==> src/rtl/mem_access_unit_if.sv <==
// Data-bus bundle between the MEM-stage access unit and the memory system.
// The unit drives the request side (req/we/addr/be/wdata); the memory side
// answers with gnt (request accepted) and rvalid/rdata (response).
interface mem_access_unit_if;
    logic        req;
    logic        we;
    logic [31:0] addr;
    logic [3:0]  be;
    logic [31:0] wdata;
    logic        gnt;
    logic        rvalid;
    logic [31:0] rdata;

    modport master (
        output req, we, addr, be, wdata,
        input  gnt, rvalid, rdata
    );

    modport slave (
        input  req, we, addr, be, wdata,
        output gnt, rvalid, rdata
    );
endinterface

==> src/rtl/mem_access_unit.sv <==
// MEM-stage access unit. Non-memory results flow straight through to MEM/WB.
// Loads and stores are issued on a req/gnt/rvalid bus, with stall_o holding
// the upstream stages until the response arrives, the access is rejected as
// misaligned/illegal, or the timeout counter gives up on it.
module mem_access_unit #(
    parameter int unsigned TIMEOUT = 255
) (
    input  logic                    clk,
    input  logic                    rst,
    input  logic [4:0]              rd_addr_i,
    input  logic [31:0]             rd_data_i,
    input  logic                    rd_wen_i,
    input  logic                    mem_re_i,
    input  logic                    mem_we_i,
    input  logic [2:0]              funct3_i,
    input  logic [31:0]             store_data_i,
    output logic [4:0]              rd_addr_o,
    output logic [31:0]             rd_data_o,
    output logic                    rd_wen_o,
    output logic                    stall_o,
    output logic                    mem_err_o,
    output logic                    timeout_o,
    mem_access_unit_if.master       dbus
);

    localparam logic [2:0] F3_B  = 3'b000;
    localparam logic [2:0] F3_H  = 3'b001;
    localparam logic [2:0] F3_W  = 3'b010;
    localparam logic [2:0] F3_BU = 3'b100;
    localparam logic [2:0] F3_HU = 3'b101;

    // Last counter value before the access is abandoned.
    localparam logic [7:0] TMO_LAST = 8'(TIMEOUT - 1);

    typedef enum logic [1:0] {
        S_IDLE,
        S_REQ,
        S_WAIT
    } state_t;

    state_t     state;
    logic [7:0] tmo_cnt;

    logic [1:0] lane;
    logic       is_mem;
    logic       legal;
    logic       access_ok;
    logic       done;
    logic       expire;

    // Legality of an access: supported funct3 for its direction and natural
    // alignment for halves and words. Bytes are always aligned.
    function automatic logic legal_access(input logic       re,
                                          input logic       we,
                                          input logic [2:0] f3,
                                          input logic [1:0] a);
        logic ok;
        ok = 1'b0;
        if (re) begin
            case (f3)
                F3_B, F3_BU: ok = 1'b1;
                F3_H, F3_HU: ok = ~a[0];
                F3_W:        ok = (a == 2'b00);
                default:     ok = 1'b0;
            endcase
        end else if (we) begin
            case (f3)
                F3_B:    ok = 1'b1;
                F3_H:    ok = ~a[0];
                F3_W:    ok = (a == 2'b00);
                default: ok = 1'b0;
            endcase
        end
        return ok;
    endfunction

    // Select the addressed byte/half of the read word and sign/zero extend.
    function automatic logic [31:0] load_align(input logic [2:0]  f3,
                                               input logic [1:0]  a,
                                               input logic [31:0] w);
        logic signed [7:0]  b;
        logic signed [15:0] h;
        logic [31:0]        r;
        case (a)
            2'd0:    b = w[7:0];
            2'd1:    b = w[15:8];
            2'd2:    b = w[23:16];
            default: b = w[31:24];
        endcase
        h = a[1] ? w[31:16] : w[15:0];
        case (f3)
            F3_B:    r = {{24{b[7]}}, b};
            F3_H:    r = {{16{h[15]}}, h};
            F3_BU:   r = {24'b0, b};
            F3_HU:   r = {16'b0, h};
            default: r = w;
        endcase
        return r;
    endfunction

    // Byte enables for a store of the given size at the given lane.
    function automatic logic [3:0] store_be(input logic [2:0] f3,
                                            input logic [1:0] a);
        logic [3:0] be;
        case (f3)
            F3_B:    be = 4'b0001 << a;
            F3_H:    be = a[1] ? 4'b1100 : 4'b0011;
            F3_W:    be = 4'b1111;
            default: be = 4'b0000;
        endcase
        return be;
    endfunction

    // Store data replicated across every lane it could land in.
    function automatic logic [31:0] store_wdata(input logic [2:0]  f3,
                                                input logic [31:0] d);
        logic [31:0] r;
        case (f3)
            F3_B:    r = {4{d[7:0]}};
            F3_H:    r = {2{d[15:0]}};
            default: r = d;
        endcase
        return r;
    endfunction

    assign lane      = rd_data_i[1:0];
    assign is_mem    = mem_re_i | mem_we_i;
    assign legal     = legal_access(mem_re_i, mem_we_i, funct3_i, lane);
    assign access_ok = is_mem & legal;

    // A response only completes an access once the request has been granted;
    // completion takes priority over a coincident timeout.
    assign done   = (state == S_WAIT) & dbus.rvalid;
    assign expire = (state != S_IDLE) & ~done & (tmo_cnt == TMO_LAST);

    // Request attributes come straight from EX/MEM, which holds them stable
    // for the whole access.
    always_comb begin
        dbus.we    = mem_we_i;
        dbus.addr  = {rd_data_i[31:2], 2'b00};
        dbus.be    = mem_we_i ? store_be(funct3_i, lane) : 4'b1111;
        dbus.wdata = store_data_i;
        if (mem_we_i) begin
            dbus.wdata = store_wdata(funct3_i, store_data_i);
        end
    end

    // Output decode: pass-through, request/stall, completion and error pulses.
    always_comb begin
        dbus.req  = 1'b0;
        stall_o   = 1'b0;
        rd_wen_o  = 1'b0;
        mem_err_o = 1'b0;
        timeout_o = 1'b0;
        rd_addr_o = rd_addr_i;
        rd_data_o = rd_data_i;
        if (rst) begin
            rd_addr_o = 5'd0;
            rd_data_o = 32'd0;
        end else begin
            case (state)
                S_IDLE: begin
                    if (!is_mem) begin
                        rd_wen_o = rd_wen_i;
                    end else if (!legal) begin
                        mem_err_o = 1'b1;
                    end else begin
                        dbus.req = 1'b1;
                        stall_o  = 1'b1;
                    end
                end
                S_REQ: begin
                    // An abandoned request is withdrawn so no grant is taken.
                    if (expire) begin
                        timeout_o = 1'b1;
                    end else begin
                        dbus.req = 1'b1;
                        stall_o  = 1'b1;
                    end
                end
                S_WAIT: begin
                    if (done) begin
                        if (mem_re_i) begin
                            rd_data_o = load_align(funct3_i, lane, dbus.rdata);
                            rd_wen_o  = rd_wen_i;
                        end
                    end else if (expire) begin
                        timeout_o = 1'b1;
                    end else begin
                        stall_o = 1'b1;
                    end
                end
                default: begin
                    rd_wen_o = 1'b0;
                end
            endcase
        end
    end

    // Access sequencer and timeout counter; responses seen in IDLE are dropped.
    always_ff @(posedge clk) begin
        if (rst) begin
            state   <= S_IDLE;
            tmo_cnt <= 8'd0;
        end else begin
            case (state)
                S_IDLE: begin
                    if (access_ok) begin
                        tmo_cnt <= 8'd0;
                        state   <= dbus.gnt ? S_WAIT : S_REQ;
                    end
                end
                S_REQ: begin
                    tmo_cnt <= tmo_cnt + 8'd1;
                    if (expire) begin
                        state <= S_IDLE;
                    end else if (dbus.gnt) begin
                        state <= S_WAIT;
                    end
                end
                S_WAIT: begin
                    tmo_cnt <= tmo_cnt + 8'd1;
                    if (done || expire) begin
                        state <= S_IDLE;
                    end
                end
                default: begin
                    state <= S_IDLE;
                end
            endcase
        end
    end

endmodule

==> src/flat_wrapper.sv <==
// flat-port wrapper written by rule: the top's interface ports become plain ports
module mem_access_unit_flat 
#(
    parameter int unsigned TIMEOUT = 255
)
  (clk, rst, rd_addr_i, rd_data_i, rd_wen_i, mem_re_i, mem_we_i, funct3_i, store_data_i, rd_addr_o, rd_data_o, rd_wen_o, stall_o, mem_err_o, timeout_o, dbus_req, dbus_we, dbus_addr, dbus_be, dbus_wdata, dbus_gnt, dbus_rvalid, dbus_rdata);
  mem_access_unit_if dbus_i ();
  input  logic clk;
  input  logic rst;
  input  logic [4:0] rd_addr_i;
  input  logic [31:0] rd_data_i;
  input  logic rd_wen_i;
  input  logic mem_re_i;
  input  logic mem_we_i;
  input  logic [2:0] funct3_i;
  input  logic [31:0] store_data_i;
  output logic [4:0] rd_addr_o;
  output logic [31:0] rd_data_o;
  output logic rd_wen_o;
  output logic stall_o;
  output logic mem_err_o;
  output logic timeout_o;
  output wire logic [$bits(dbus_i.req)-1:0] dbus_req;
  output wire logic [$bits(dbus_i.we)-1:0] dbus_we;
  output wire logic [$bits(dbus_i.addr)-1:0] dbus_addr;
  output wire logic [$bits(dbus_i.be)-1:0] dbus_be;
  output wire logic [$bits(dbus_i.wdata)-1:0] dbus_wdata;
  input wire logic [$bits(dbus_i.gnt)-1:0] dbus_gnt;
  input wire logic [$bits(dbus_i.rvalid)-1:0] dbus_rvalid;
  input wire logic [$bits(dbus_i.rdata)-1:0] dbus_rdata;
  assign dbus_req = dbus_i.req;
  assign dbus_we = dbus_i.we;
  assign dbus_addr = dbus_i.addr;
  assign dbus_be = dbus_i.be;
  assign dbus_wdata = dbus_i.wdata;
  assign dbus_i.gnt = dbus_gnt;
  assign dbus_i.rvalid = dbus_rvalid;
  assign dbus_i.rdata = dbus_rdata;
  mem_access_unit #(.TIMEOUT(TIMEOUT)) u_core (.clk(clk), .rst(rst), .rd_addr_i(rd_addr_i), .rd_data_i(rd_data_i), .rd_wen_i(rd_wen_i), .mem_re_i(mem_re_i), .mem_we_i(mem_we_i), .funct3_i(funct3_i), .store_data_i(store_data_i), .rd_addr_o(rd_addr_o), .rd_data_o(rd_data_o), .rd_wen_o(rd_wen_o), .stall_o(stall_o), .mem_err_o(mem_err_o), .timeout_o(timeout_o), .dbus(dbus_i));
endmodule
==> config.mk <==
export PLATFORM = sky130hd
export DESIGN_NAME = mem_access_unit_flat
export DESIGN_NICKNAME = d
export VERILOG_FILES = /design/src/rtl/mem_access_unit_if.sv /design/src/rtl/mem_access_unit.sv /design/src/flat_wrapper.sv
export SDC_FILE = /design/constraint.sdc
export NUM_CORES = 1
export LEC_CHECK = 0
export BUFFER_PORTS_ARGS = -buffer_cell sky130_fd_sc_hd__clkbuf_2
export CAP_MARGIN = 20
export CORE_MARGIN = 5
export CORE_UTILIZATION = 38
export DETAILED_ROUTE_END_ITERATION = 8
export PLACE_DENSITY = 0.8
export SLEW_MARGIN = 20
export SYNTH_ARGS = -nofsm -noshare
export SYNTH_HDL_FRONTEND = slang
export SYNTH_SLANG_ARGS = --single-unit
==> constraint.sdc <==
create_clock -name clk -period 2.2 [get_ports clk]
set_input_delay 0.22 -clock clk [delete_from_list [all_inputs] [get_ports clk]]
set_output_delay 0.22 -clock clk [all_outputs]
set_load 0.05 [all_outputs]
# Word level (Yosys, flattened, before mapping)
# Index checks and enable logic that the tools add are counted.
[op_classes]
muxes = 46
n_mul = 0
bitwise = 7
magnitude_cmp = 0
n_addsub = 1
n_reduce_logical = 11
div_mod_pow = 0
n_eq_ne = 12
shifts = 1
[ops]
columns = ["op", "count"]
rows = [
  ["two-way mux 32 bit", 5],
  ["one-hot mux 32 bit (4 select lines)", 1],
  ["one-hot mux 32 bit (2 select lines)", 1],
  ["one-hot mux 8 bit (3 select lines)", 1],
  ["two-way mux 1 bit", 19],
  ["two-way mux 16 bit", 1],
  ["one-hot mux 8 bit (2 select lines)", 1],
  ["one-hot mux 4 bit (3 select lines)", 1],
  ["two-way mux 2 bit", 5],
  ["one-hot mux 1 bit (3 select lines)", 3],
  ["adder 8 x 1 -> 8 bit (second input constant)", 1],
  ["equality test 8 bit (second input constant)", 1],
  ["two-way mux 4 bit", 2],
  ["two-way mux 8 bit", 1],
  ["equality test 3 bit (second input constant)", 2],
  ["one-hot mux 1 bit (2 select lines)", 3],
  ["one-hot mux 2 bit (3 select lines)", 1],
  ["OR reduction 2 bit", 3],
  ["two-way mux 5 bit", 1],
  ["AND 1 bit", 4],
  ["equality test 2 x 1 -> 1 bit (second input constant)", 2],
  ["equality test 2 bit (second input constant)", 2],
  ["zero test 2 bit", 2],
  ["nonzero test 2 bit", 2],
  ["other kinds (12)", 13],
]
[word_totals]
in_bits = 111
rom_bits = 0
ff_bits = 10
word_cells = 80
out_inout_bits = 111
ram_bits = 0
latch_bits = 0
mem_count = 0

# Logic depth before layout (Yosys ltp)
[logic_depth]
depth_word = 9
mapped_depth = 8
mapped_depth_nobuf = 7

# Worst setup path after synthesis
# No wires, ideal clock.
[synth_path]
path_type = "reg-to-output"
from = "register u_core.state[0]"
to = "output port stall_o"
required_time_ns = 1.980
path_buffers = 0
arrival_time_ns = 2.251
path_stages_with_launch = 6
slack_ns = -0.271
path_cell_list = "dfxtp_1 -> inv_1 -> ha_1 -> inv_1 -> or3_1 -> a211oi_1"
[synth_via]
elab_chain_len = 9
word_cells_on_any_way = 12
classes_between = "eq/ne (2); mux (4); bitwise (4); reduce/logical (2)"
[synth_rtl]
columns = ["element", "line_no", "source"]
rows = [
  ["from (decl)", "mem_access_unit.sv:41", "state_t state;"],
  ["from (signal assigned)", "mem_access_unit.sv:210", "state <= dbus.gnt ? S_WAIT : S_REQ;"],
  ["equality test 2 bit", "mem_access_unit.sv:133, mem_access_unit.sv:161", ""],
  ["AND 1 bit", "mem_access_unit.sv:133", "assign done = (state == S_WAIT) & dbus.rvalid;"],
  ["NOT 1 bit", "mem_access_unit.sv:134", "assign expire = (state != S_IDLE) & ~done & (tmo_cnt == TMO_LAST);"],
  ["AND 1 bit (2 in a row)", "mem_access_unit.sv:134", ""],
  ["two-way mux 1 bit", "mem_access_unit.sv:174, mem_access_unit.sv:187", ""],
  ["two-way mux 1 bit", "mem_access_unit.sv:182", "if (done) begin"],
  ["one-hot mux 1 bit (3 select lines) *", "mem_access_unit.sv:161", "case (state)"],
  ["two-way mux 1 bit *", "mem_access_unit.sv:157", "if (rst) begin"],
  ["to (decl)", "flat_wrapper.sv:20", "output logic stall_o;"],
]
# Mark *: on every way between the ends. The rest lies on a longest branch, timed or not.

# Worst setup path in the final report
[layout_path]
from = "register u_core.state[1]"
to = "output port stall_o"
# The elaborated chain is that of the path after synthesis.

==> impl_metrics.tcl <==
set metrics [dict create \
    status "finished, final reports clean" \
    rows 28 \
    start_util 0.3929 \
    grt_pass1_wl_um 15930 \
    via_count 3337 \
    htreeDepth 1 \
    postLayoutCellArea_um2 3784 \
    root_buffer "clkbuf_8" \
    layout_common_cells "190 x clkbuf_2, 34 x a21oi_1, 28 x nor2_1" \
    pwr_density_cell_nw_per_um2 471.3 \
    criticalPathCategory "flip-flop to output pin" \
    area_growth_pct 61.71 \
    worst-slew-pin-transition_ps 570.4 \
    dpl.hpwl_um 8806 \
    period_share 0.9604 \
    final.min_clock_period_ps 2113 \
    ys_types 48 \
    final_layout_size_suffix_gt1_frac 0.5759 \
    synthFlopType "dfxtp_1" \
    dieArea_um2 7826 \
    fp.dieH_um 88.47 \
    grt_usage 0.2581 \
    yosysWarnings 0 \
    drtAntennaViolNets 0 \
    drt_first_pass_iters 5 \
    via_per_inst 5.734 \
    overflow 0 \
    synth_async_sr_flop_share 0 \
    grt_max_degree 26 \
    antenna_found_initial 0 \
    core-area_um2 5956 \
    arrival_ps 1890 \
    fin_util 0.6353 \
    synth_edf_count 0 \
    synthCells 330 \
    syn_area_um2 2340 \
    ff_latch_area_um2 201.4 \
    rr_startpoint "u_core.state[1]$_SDFFE_PP0P_" \
    maxCapViolCount 0 \
    seq_area_frac_synth 0.08556 \
    io_buffers 219 \
    end_kind "output pin" \
    clock_path_buffers 2 \
    setup_viol 0 \
    peakVddDrop_mv 0.2869 \
    holdBufCountCts 0 \
    clk_pin_slew_worst_paths_ps 50 \
    syn_area_per_cell_um2 7.090 \
    worst_ep_required_time_ps 1980 \
    detail_route.wirelength_um 10800 \
    cts_buffers 3 \
    slew-limit-headroom 0.6183 \
    nets 625 \
    startpoint "u_core.state[1]$_SDFFE_PP0P_" \
    synth_seq_cells 10 \
    wl_per_cell_um 18.56 \
    die_w_um 88.47 \
    io_pins 222 \
    multi_input_area_um2 1765 \
    placed_cell_area_um2 3576 \
    fmax_ghz 0.4733 \
    cts.sinks 10 \
    grt_pass1_vias 3143 \
    clock_skew_ps 3.932 \
    final_max_slew_viol_count 0 \
    min_from "dbus_gnt" \
    finalHoldViolCount 0 \
    first_iter_violations 236 \
    cp_max_fo 5 \
    start_kind "flip-flop" \
    n_fill_cell 533 \
    drc 0 \
    p_leak_nw 1.873 \
    cts_tree "yes" \
    clock_latency_ps 240 \
    hp-class "input port to flip-flop" \
    num_antenna_cells 0 \
    layout.cells.most_common "clkbuf_2" \
    gp_congestion 0.8976 \
]
-- cell type report --
class,instances,area share
inverters,9,0.008929
multi-input cells,245,0.4666
clock buffers,4,0.01455
repair buffers,239,0.4319
flip-flops and latches,10,0.05324
well taps,75,0.02480
-- timing repair --
action,in CTS,in global routing
gates resized for setup,23,16
setup buffers,0,0
gates cloned,1,1
pin swaps,2,3
endpoints found under the setup margin,19,20
-- path summary, 6_finish.rpt --
kind / to / slack [ps] / depth (start not counted)
min: u_core.state[0]$_SDFFE_PP0P_ / 210 / 2
min reg2reg: u_core.tmo_cnt[0]$_SDFFE_PP0P_ / 490 / 2
max: stall_o / 90 / 7
max reg2reg: u_core.tmo_cnt[7]$_SDFFE_PP0P_ / 260 / 7
-- critical path: stages, from the launching register on --
cell      delay [ps]
dfxtp_1          320
buf_4            140
inv_2             70
ha_4             150
inv_1             70
or3_4            430
a211oi_2         250
clkbuf_8         220
-- layer usage --
metal  track usage  wire, um
met1        0.2722      3647
met2        0.5037      5638
met3       0.06331      1190
met4       0.06868       323
met5             0         0
-- power by group --
part           leakage (nW)  internal [W]  switching [W]
Combinational          1.76      0.000464       0.000882
Clock                0.0288      0.000158      0.0000794
Sequential           0.0814      0.000192     0.00000763
-- state kept, by name, indices dropped and copies added (netlist names) --
name	flops
u_core.tmo_cnt	8
u_core.state	2
-- synth_stat cells (3+ instances only) --
| cell | count | area share |
|---|---|---|
| a21oi_1 | 36 | 0.077 |
| o31ai_1 | 3 | 0.0096 |
| buf_4 | 41 | 0.13 |
| nor2b_1 | 10 | 0.027 |
| nand2_1 | 27 | 0.043 |
| mux2_2 | 16 | 0.077 |
| dfxtp_1 | 10 | 0.086 |
| nor2_1 | 29 | 0.047 |
| a221o_1 | 16 | 0.068 |
| and3_1 | 3 | 0.0080 |
| nor3b_1 | 8 | 0.026 |
| buf_6 | 3 | 0.014 |
| mux2i_1 | 16 | 0.068 |
| o221ai_1 | 8 | 0.030 |
| inv_1 | 9 | 0.014 |
| nand3_1 | 4 | 0.0086 |
| ha_1 | 6 | 0.032 |
| o21ai_0 | 18 | 0.039 |
| or3_1 | 4 | 0.011 |
| o21ai_1 | 4 | 0.0086 |
| clkbuf_1 | 13 | 0.021 |
| a221oi_1 | 9 | 0.034 |
| buf_2 | 10 | 0.021 |
-- stage by stage --
stage                     hold slack (ps)  cells  setup TNS, ps  worst slack [ps]  total power, W
after floorplan                     320.9    331              0             1.732        0.001084
after CTS                           202.6    581              0             20.66        0.001757
after global placement              457.3    576          -1532            -148.4        0.001470
after detailed placement            457.2    576          -1567            -168.0        0.001488
after global routing                199.5    582        -0.2367           -0.2367        0.001865
final                               206.5    582              0             87.01        0.001783
-- cells by family (layout without fill, tap and decap cells) --
kind of cell / count (synthesis) / in the layout / share of synthesized area
fa+ha+maj: 6 / 6 / 0.03208
compound gates: 107 / 107 / 0.3166
flops: 10 / 10 / 0.08556
mux: 33 / 33 / 0.1551
other cells: 1 / 2 / 0.001603
buf+inv: 77 / 252 / 0.2048
simple gates: 96 / 97 / 0.2043
Note: power is estimated with default switching activity, not from simulation.
